$ cat src/rtl/singlecycle_pkg.sv
// Shared LSU types: controller states and RV32I load/store funct3 encodings.
package singlecycle_pkg;

    typedef enum logic [1:0] {
        IDLE = 2'd0,
        BUSY = 2'd1,
        ERR  = 2'd2
    } lsu_state_e;

    localparam logic [2:0] LSU_B  = 3'b000;
    localparam logic [2:0] LSU_H  = 3'b001;
    localparam logic [2:0] LSU_W  = 3'b010;
    localparam logic [2:0] LSU_BU = 3'b100;
    localparam logic [2:0] LSU_HU = 3'b101;

endpackage

$ cat src/rtl/lsu_align.sv
// Combinational byte-lane logic: store mask/replication, load extraction,
// and misalign/illegal-encoding detection.
module lsu_align
    import singlecycle_pkg::*;
(
    input  logic [2:0]  funct3,
    input  logic [1:0]  addr_lo,
    input  logic        wren,
    input  logic [31:0] wdata,
    input  logic [31:0] rdata,
    output logic [3:0]  bmask,
    output logic [31:0] wdata_rep,
    output logic [31:0] rdata_ext,
    output logic        bad
);

    logic [7:0]  r_byte;
    logic [15:0] r_half;

    assign r_byte = rdata[{addr_lo, 3'b000} +: 8];
    assign r_half = rdata[{addr_lo[1], 4'b0000} +: 16];

    always_comb begin
        bmask     = 4'b0000;
        wdata_rep = wdata;
        rdata_ext = rdata;
        bad       = 1'b0;
        case (funct3)
            LSU_B, LSU_BU: begin
                bmask     = 4'b0001 << addr_lo;
                wdata_rep = {4{wdata[7:0]}};
                rdata_ext = funct3[2] ? {24'd0, r_byte} : {{24{r_byte[7]}}, r_byte};
            end
            LSU_H, LSU_HU: begin
                bad       = addr_lo[0];
                bmask     = 4'b0011 << {addr_lo[1], 1'b0};
                wdata_rep = {2{wdata[15:0]}};
                rdata_ext = funct3[2] ? {16'd0, r_half} : {{16{r_half[15]}}, r_half};
            end
            LSU_W: begin
                bad   = |addr_lo;
                bmask = 4'b1111;
            end
            default: bad = 1'b1;
        endcase
        // unsigned variants exist only for loads
        if (wren && funct3[2])
            bad = 1'b1;
    end

endmodule

$ cat src/rtl/lsu_mem_if.sv
// Single-outstanding load/store initiator toward data memory (VALID/READY).
// Optional BUSY watchdog enabled by defining LSU_TIMEOUT_EN.
module lsu_mem_if
    import singlecycle_pkg::*;
#(
    parameter int ADDR_W = 18
`ifdef LSU_TIMEOUT_EN
    ,
    parameter int TIMEOUT_CYC = 64
`endif
) (
    input  logic        i_clk,
    input  logic        i_rst_n,
    input  logic        i_req_valid,
    output logic        o_req_ready,
    input  logic        i_req_wren,
    input  logic [2:0]  i_req_funct3,
    input  logic [31:0] i_req_addr,
    input  logic [31:0] i_req_wdata,
    output logic        o_rsp_valid,
    output logic [31:0] o_rsp_rdata,
    output logic        o_rsp_err,
    output logic [17:0] o_ADDR,
    output logic [31:0] o_WDATA,
    output logic [3:0]  o_BMASK,
    output logic        o_WREN,
    input  logic [31:0] i_RDATA,
    output logic        o_VALID,
    input  logic        i_READY
);

    localparam logic [31:0] ADDR_MASK = (32'd1 << ADDR_W) - 32'd1;

    lsu_state_e  state_q, state_d;
    logic [2:0]  rq_funct3;
    logic [1:0]  rq_addr_lo;
    logic [2:0]  al_funct3;
    logic [1:0]  al_addr_lo;
    logic        al_wren;
    logic [3:0]  al_bmask;
    logic [31:0] al_wdata;
    logic [31:0] al_rdata;
    logic        al_bad;
    logic        req_bad;
    logic        accept;
    logic        hs;
    logic        to_hit;

    // one aligner: incoming request while IDLE, latched request while BUSY
    assign al_funct3  = (state_q == IDLE) ? i_req_funct3     : rq_funct3;
    assign al_addr_lo = (state_q == IDLE) ? i_req_addr[1:0]  : rq_addr_lo;
    assign al_wren    = (state_q == IDLE) ? i_req_wren       : o_WREN;

    lsu_align u_align (
        .funct3    (al_funct3),
        .addr_lo   (al_addr_lo),
        .wren      (al_wren),
        .wdata     (i_req_wdata),
        .rdata     (i_RDATA),
        .bmask     (al_bmask),
        .wdata_rep (al_wdata),
        .rdata_ext (al_rdata),
        .bad       (al_bad)
    );

    assign req_bad     = al_bad | (|(i_req_addr & ~ADDR_MASK));
    assign accept      = (state_q == IDLE) & i_req_valid;
    assign hs          = (state_q == BUSY) & i_READY;
    assign o_VALID     = (state_q == BUSY);
    assign o_req_ready = (state_q == IDLE);

`ifdef LSU_TIMEOUT_EN
    localparam int TO_W = (TIMEOUT_CYC > 2) ? $clog2(TIMEOUT_CYC) : 1;
    logic [TO_W-1:0] to_cnt;

    always_ff @(posedge i_clk or negedge i_rst_n) begin
        if (!i_rst_n)
            to_cnt <= '0;
        else if (state_q != BUSY)
            to_cnt <= '0;
        else if (!i_READY)
            to_cnt <= to_cnt + 1'b1;
    end

    assign to_hit = (state_q == BUSY) && (to_cnt == TO_W'(TIMEOUT_CYC - 1));
`else
    assign to_hit = 1'b0;
`endif

    always_ff @(posedge i_clk or negedge i_rst_n) begin
        if (!i_rst_n)
            state_q <= IDLE;
        else
            state_q <= state_d;
    end

    always_comb begin
        state_d = state_q;
        case (state_q)
            IDLE:    if (i_req_valid) state_d = req_bad ? ERR : BUSY;
            BUSY:    if (i_READY) state_d = IDLE;
                     else if (to_hit) state_d = ERR;
            ERR:     state_d = IDLE;
            default: state_d = IDLE;
        endcase
    end

    always_ff @(posedge i_clk or negedge i_rst_n) begin
        if (!i_rst_n) begin
            rq_funct3   <= '0;
            rq_addr_lo  <= '0;
            o_ADDR      <= '0;
            o_WDATA     <= '0;
            o_BMASK     <= '0;
            o_WREN      <= 1'b0;
            o_rsp_valid <= 1'b0;
            o_rsp_err   <= 1'b0;
            o_rsp_rdata <= '0;
        end else begin
            o_rsp_valid <= 1'b0;
            if (accept) begin
                rq_funct3  <= i_req_funct3;
                rq_addr_lo <= i_req_addr[1:0];
                o_ADDR     <= 18'(i_req_addr & ADDR_MASK);
                o_WDATA    <= al_wdata;
                o_BMASK    <= al_bmask;
                o_WREN     <= i_req_wren;
                if (req_bad) begin
                    o_rsp_valid <= 1'b1;
                    o_rsp_err   <= 1'b1;
                end
            end
            if (hs) begin
                o_rsp_valid <= 1'b1;
                o_rsp_err   <= 1'b0;
                if (!o_WREN)
                    o_rsp_rdata <= al_rdata;
            end else if (to_hit) begin
                o_rsp_valid <= 1'b1;
                o_rsp_err   <= 1'b1;
            end
        end
    end

endmodule

$ cat config.mk
export PLATFORM = sky130hd
export DESIGN_NAME = lsu_mem_if
export DESIGN_NICKNAME = d
export VERILOG_FILES = /design/src/rtl/singlecycle_pkg.sv /design/src/rtl/lsu_align.sv /design/src/rtl/lsu_mem_if.sv
export SDC_FILE = /design/constraint.sdc
export NUM_CORES = 1
export LEC_CHECK = 0
export CAP_MARGIN = 30
export CORE_UTILIZATION = 35
export DETAILED_ROUTE_END_ITERATION = 6
export PLACE_DENSITY = 0.67
export SYNTH_ARGS = -nofsm -noshare
export SYNTH_HDL_FRONTEND = slang
export SYNTH_HIERARCHICAL = 1
export SYNTH_SLANG_ARGS = --single-unit
$ cat constraint.sdc
create_clock -name i_clk -period 3.4 [get_ports i_clk]
set_input_delay 0.51 -clock i_clk [delete_from_list [all_inputs] [get_ports i_clk]]
set_output_delay 0.51 -clock i_clk [all_outputs]
set_load 0.01 [all_outputs]
# After elaboration in Yosys (flattened, before gate mapping)
# Cells that the tools add are included.
# totals
ff_bits,96
latchBits,0
ram_bits,0
rom_bits,0
in_bits,104
out_inout_bits,91
word_cells,57
mem_count,0
# classes
add_sub_neg,0
n_mul,0
n_div,0
n_lt_le_gt_ge,0
eq_ne,7
n_shift,4
muxes,20
bitwise,4
reduce_logical,12
# ops
op,count
32-bit case mux with 2 select lines,2
32-bit 2-to-1 mux,2
32-bit by 6-bit variable part select with 16-bit output,1
32-bit by 6-bit variable part select with 8-bit output,1
14-bit OR reduction,1
4-bit case mux with 3 select lines,1
1-bit 2-to-1 mux,8
2-bit 2-to-1 mux,4
3-bit == test (second input constant),2
2-bit AND reduction,3
2-bit OR reduction,3
2-bit case mux with 2 select lines,1
2-bit nonzero test,2
1-bit by 2-bit << shifter with 4-bit output (first input constant),1
2-bit by 2-bit << shifter with 4-bit output (first input constant),1
3-bit by 1-bit == test with 1-bit output (second input constant),1
3-bit by 2-bit == test with 1-bit output (second input constant),1
3-bit logical NOT,1
3-bit 2-to-1 mux,1
1-bit case mux with 3 select lines,1
1-bit AND,2
2-bit by 1-bit == test with 1-bit output (second input constant),1
2-bit logical NOT,1
2-bit by 1-bit inequality test with 1-bit output (second input constant),1
4 further kinds,4

# Depth between registers and ports, before layout
# depth
word_depth,10
depth_mapped,10
depth_no_buf,7

# By module
# The synthesis kept the hierarchy.
# modules_own_cells
mod,n_inst,cells_each,area_each_um2,seq_area_each_um2
lsu_mem_if,1,215,3631.0,2352.3
lsu_align,1,196,1161.1,0.0

# Worst setup path after synthesis
# Ideal clock, no wire load.
# synth_path
kind,flip-flop to flip-flop
from,reg state_q[0]
to,reg o_rsp_err
setup_time_ps,118
t_arrival_ps,2466
required_time_ps,3282
setup_slack_ps,816
path_stages_with_launch,9
n_path_buf,1
synth_period_minus_slack_ps,2584
cell_sequence,dfrtp_1 > nor2_1 > mux2_2 > buf_6 > or3_1 > a2bb2oi_1 > nor4_1 > a41oi_2 > a21o_1
# synth_between
elab_chain_cells,9
# synth_lines
item,line,source
from (decl),lsu_mem_if.sv:34,"lsu_state_e state_q, state_d;"
from (signal assigned),lsu_mem_if.sv:94,state_q <= state_d;
2-bit logical NOT (*),-,
via o_req_ready,lsu_mem_if.sv:15,"output logic o_req_ready,"
3-bit 2-to-1 mux (*),lsu_mem_if.sv:50,assign al_funct3 = (state_q == IDLE) ? i_req_funct3 : rq_funct3;
via al_funct3[0],lsu_mem_if.sv:37,logic [2:0] al_funct3;
"3-bit by 1-bit == test with 1-bit output, or another cell as far along",lsu_align.sv:28,case (funct3)
2-bit OR reduction,lsu_align.sv:28,
1-bit case mux with 3 select lines (*),lsu_align.sv:28,
1-bit 2-to-1 mux (*),lsu_align.sv:47,if (wren && funct3[2])
via al_bad,lsu_mem_if.sv:43,logic al_bad;
1-bit OR (*),lsu_mem_if.sv:66,assign req_bad = al_bad | (|(i_req_addr & ~ADDR_MASK));
2-bit nonzero test (no source line) (*),-,
2-bit AND reduction (no source line) (*),-,
to (signal assigned),lsu_mem_if.sv:117,o_rsp_err <= 1'b0;
to (signal assigned),lsu_mem_if.sv:130,o_rsp_err <= 1'b1;
to (signal assigned),lsu_mem_if.sv:135,o_rsp_err <= 1'b0;
to (decl),lsu_mem_if.sv:22,"output logic o_rsp_err,"
# Mark *: on every way through the listed nets, which the timed path passes. The rest lies on a longest branch.
# A chain may end at the register's enable or synchronous reset.

# Final worst setup path
# layout_path
from,reg state_q[0]
to,reg o_rsp_rdata[16]
# layout_between
elab_chain_cells,5
# layout_lines
item,line,source
2-bit logical NOT (*),lsu_mem_if.sv:51,assign al_addr_lo = (state_q == IDLE) ? i_req_addr[1:0] : rq_addr_lo;
2-bit 2-to-1 mux (*),lsu_mem_if.sv:51,
via al_addr_lo[1],lsu_mem_if.sv:38,logic [1:0] al_addr_lo;
32-bit by 6-bit variable part select with 16-bit output or 32-bit by 6-bit variable part select with 8-bit output (tied branches),"lsu_align.sv:21, lsu_align.sv:20",
32-bit 2-to-1 mux (on tied branches),"lsu_align.sv:38, lsu_align.sv:32",
32-bit case mux with 2 select lines (*),lsu_align.sv:28,
via al_rdata[16],lsu_mem_if.sv:42,logic [31:0] al_rdata;
to (signal assigned),lsu_mem_if.sv:137,o_rsp_rdata <= al_rdata;
to (decl),lsu_mem_if.sv:21,"output logic [31:0] o_rsp_rdata,"
# Marked as above.

==> flow_metrics.env <==
export IMPL_numClockSinks=94
export IMPL_hold_viol=0
export IMPL_diodes=0
export IMPL_finalCriticalPeriod_ns=2.651
export IMPL_synth_top_family_by_area="multiplexers"
export IMPL_die_h_um=119.0
export IMPL_antenna_found_initial=0
export IMPL_cts_resized=0
export IMPL_drv_slew=0
export IMPL_yosys_warnings=6
export IMPL_htree_levels=3
export IMPL_place_ws_ns=0.5768
export IMPL_overflow=0
export IMPL_syn_to_final_growth_pct=47.65
export IMPL_critPathMaxFanout=26
export IMPL_layout_nets=693
export IMPL_rsz0062_at_grt="false"
export IMPL_slew_limit_headroom_pct=52.43
export IMPL_fp_dieArea_um2=14160
export IMPL_drc_errors=0
export IMPL_place_gp_congestion=0.8416
export IMPL_syn_avg_cell_area_um2=11.66
export IMPL_r2r_slack_ns=0.75
export IMPL_muxShareOfSynthArea_pct=28.62
export IMPL_max_cap_violations=0
export IMPL_syn_inst=411
export IMPL_grt_start_max_net_pins=56
export IMPL_postLayoutCoreUtil_pct=53.22
export IMPL_cts_tree="built"
export IMPL_seq_area_um2=2352
export IMPL_rr_endpoint="o_rsp_rdata[16]"
export IMPL_layout_setup_ws_ns=0.7494
export IMPL_finalSetupTns_ns=0
export IMPL_drive_above_1_share_pct=23.78
export IMPL_synth_fa_ha_area_share_pct=0
export IMPL_crit_start="state_q[0]"
export IMPL_power_density_nw_per_um2=454.2
export IMPL_startpoint_type="flip-flop"
export IMPL_wire_per_inst_um=16.57
export IMPL_synth_xor_area_share_pct=0
export IMPL_io_pins=195
export IMPL_ys_seq_elements=94
export IMPL_rows=42
export IMPL_synthesis_nets=515
export IMPL_peakVddDrop_mv=0.2323
export IMPL_end_kind="flip-flop"
export IMPL_status="finished, final reports clean"
export IMPL_power_leakage_uw=0.003086
export IMPL_finalSetupViolations=0
export IMPL_die_w_um=119.0
export IMPL_postCtsSetupBuffers=0
export IMPL_multi_input_area_um2=2197
export IMPL_holdBufCountCts=0
export IMPL_fmax_mhz=377.3
export IMPL_cts_buffers=9
export IMPL_wirelength_um=12740
export IMPL_core_area_um2=13300
export IMPL_dpl_hpwl_um=9464
export IMPL_cts_path_max_buffers=2
export IMPL_yosysSeqAreaShare_pct=49.09
export IMPL_ant_nets=0
export IMPL_crit_arrival_ns=2.93
export IMPL_start_util_pct=36.04
export IMPL_finalClockSkew_ns=0.004884
export IMPL_initialDrtViolationCount=152
export IMPL_grt_usage_pct=18.37
export IMPL_required_ns=3.68
export IMPL_place_port_buffers=194
export IMPL_grt_pass1_wl_um=20160
export IMPL_worstSetupPathType="flip-flop to flip-flop"
export IMPL_insertion_delay_ns=0.34
export IMPL_fin_crit_sh_pct=77.96
export IMPL_reg2reg_depth=8
export IMPL_min_path_type="input port to asynchronous set/reset pin"
export IMPL_tightest_slew_ns=0.7135
export IMPL_cts_root_buf="clkbuf_16"
export IMPL_synth_compound_area_share_pct=7.363
export IMPL_path_clk_slew_ns=0.06
export IMPL_via_count=3763
export IMPL_synthDistinctLibCells=39
export IMPL_yosys_area_share_simple_pct=9.817
export IMPL_reg2reg_from="state_q[0]"
export IMPL_synthesis_area_um2=4792
export IMPL_fillers=1147
export IMPL_drtPass1Iterations=4
export IMPL_grt_pass1_vias=3960
export IMPL_vias_per_cell=4.893
## per-layer routing
metal  vias up  routed length (um)  track usage [%]
li1       1791                   -                -
met3        16                 808            4.454
met4         0                 280            7.911
met1      1826                5286            21.57
met2       130                6367            31.76
met5         -                   0                0
## metrics by stage
step                hold slack (ns)  instance area, um2  power (uW)  cells
floorplan                    0.2144                4792        1769    411
global placement             0.4705                6785        2233    754
detailed placement           0.4751                6785        2254    754
CTS                          0.2022                7076        3266    769
global route                 0.2398                7076        3374    769
finish                       0.1798                7076        3214    769
## placed cells by master (no fill, tap or decap), types with 2 or more instances in the layout
master | Yosys | layout
clkdlybuf4s50_1 | 0 | 193
a211o_1 | 7 | 7
clkbuf_16 | 0 | 9
mux2i_1 | 11 | 11
a21oi_1 | 9 | 9
nor2_2 | 1 | 2
dfrtp_1 | 94 | 94
o31ai_1 | 2 | 2
o21ai_0 | 17 | 17
nand2b_1 | 9 | 9
clkinv_2 | 0 | 2
a22oi_1 | 8 | 8
nand2_1 | 69 | 69
mux2_2 | 112 | 112
inv_1 | 3 | 3
nor2_1 | 9 | 8
nor4_1 | 3 | 3
buf_4 | 11 | 7
nor2b_1 | 5 | 5
## cells in the mapped netlist
cell / number / area [um2]
a211o_1: 7 / 61.31
a21o_1: 1 / 7.510
a21oi_1: 9 / 45.04
a221o_2: 1 / 11.26
a221oi_1: 1 / 8.760
a22oi_1: 8 / 60.06
a2bb2oi_1: 1 / 8.760
a41oi_2: 1 / 16.27
and2b_1: 1 / 7.510
buf_1: 1 / 3.750
buf_2: 8 / 40.04
buf_4: 11 / 82.58
buf_6: 7 / 78.83
clkbuf_1: 5 / 18.77
clkbuf_2: 2 / 10.01
dfrtp_1: 94 / 2352
inv_1: 3 / 11.26
mux2_2: 112 / 1261
mux2i_1: 11 / 110.1
nand2_1: 69 / 259.0
nand2b_1: 9 / 56.30
nand3_1: 1 / 5.000
nand3b_1: 1 / 7.510
nand4_1: 1 / 6.260
nor2_1: 9 / 33.78
nor2_2: 1 / 6.260
nor2_4: 1 / 11.26
nor2b_1: 5 / 31.28
nor3_1: 1 / 5.000
nor4_1: 3 / 18.77
o21ai_0: 17 / 85.08
o21bai_1: 1 / 7.510
o22ai_1: 1 / 6.260
o2bb2ai_1: 1 / 8.760
o31ai_1: 2 / 15.01
o32a_2: 1 / 11.26
or2b_1: 1 / 7.510
or3_1: 1 / 6.260
or3b_1: 1 / 8.760
## worst max path at each step
| stage | endpoint | slack (ns) | cells past startpoint |
|---|---|---|---|
| 2_1_floorplan | o_rsp_err | 0.82 | 8 |
| 3_3_place_gp | o_rsp_err | 0.65 | 7 |
| 3_5_place_dp | o_rsp_rdata[17] | 0.58 | 7 |
| 4_1_cts | o_rsp_rdata[16] | 0.73 | 8 |
| 5_1_grt | o_rsp_rdata[16] | 0.59 | 8 |
| 6_report | o_rsp_rdata[16] | 0.75 | 8 |
## cell families after synthesis
family | count (synthesis)
buf+inv | 37
flops | 94
compound gates | 52
mux | 123
simple gates | 105
## state kept, by name, summed over array words and instances, names as in the netlist, 2 cells and up
| register | count |
|---|---|
| o_ADDR | 18 |
| o_BMASK | 4 |
| o_WDATA | 32 |
| o_rsp_rdata | 32 |
| rq_funct3 | 3 |
| state_q | 2 |
## where the power goes
group          internal [uW]  switching, uW  total, uW
logic                    530            380        911
clock network            583            406        990
registers               1250           66.5       1310
## area by class of cell
cell class	count	area share, %
Clock buffer	11	3.431
Clock inverter	4	0.6720
Inverter	3	0.1592
Multi-Input combinational cell	280	31.05
Sequential cell	94	33.24
Tap cell	176	3.112
Timing Repair Buffer	201	28.33
## worst max-delay path, stage by stage (launching register included)
cell,delay (ns)
dfrtp_1,0.40
nor2_1,0.15
buf_4,0.17
mux2_2,0.51
nor2b_1,0.20
a22oi_1,0.26
nand3_1,0.51
nand2_1,0.21
mux2_2,0.17
(Power assumes the default switching activity.)
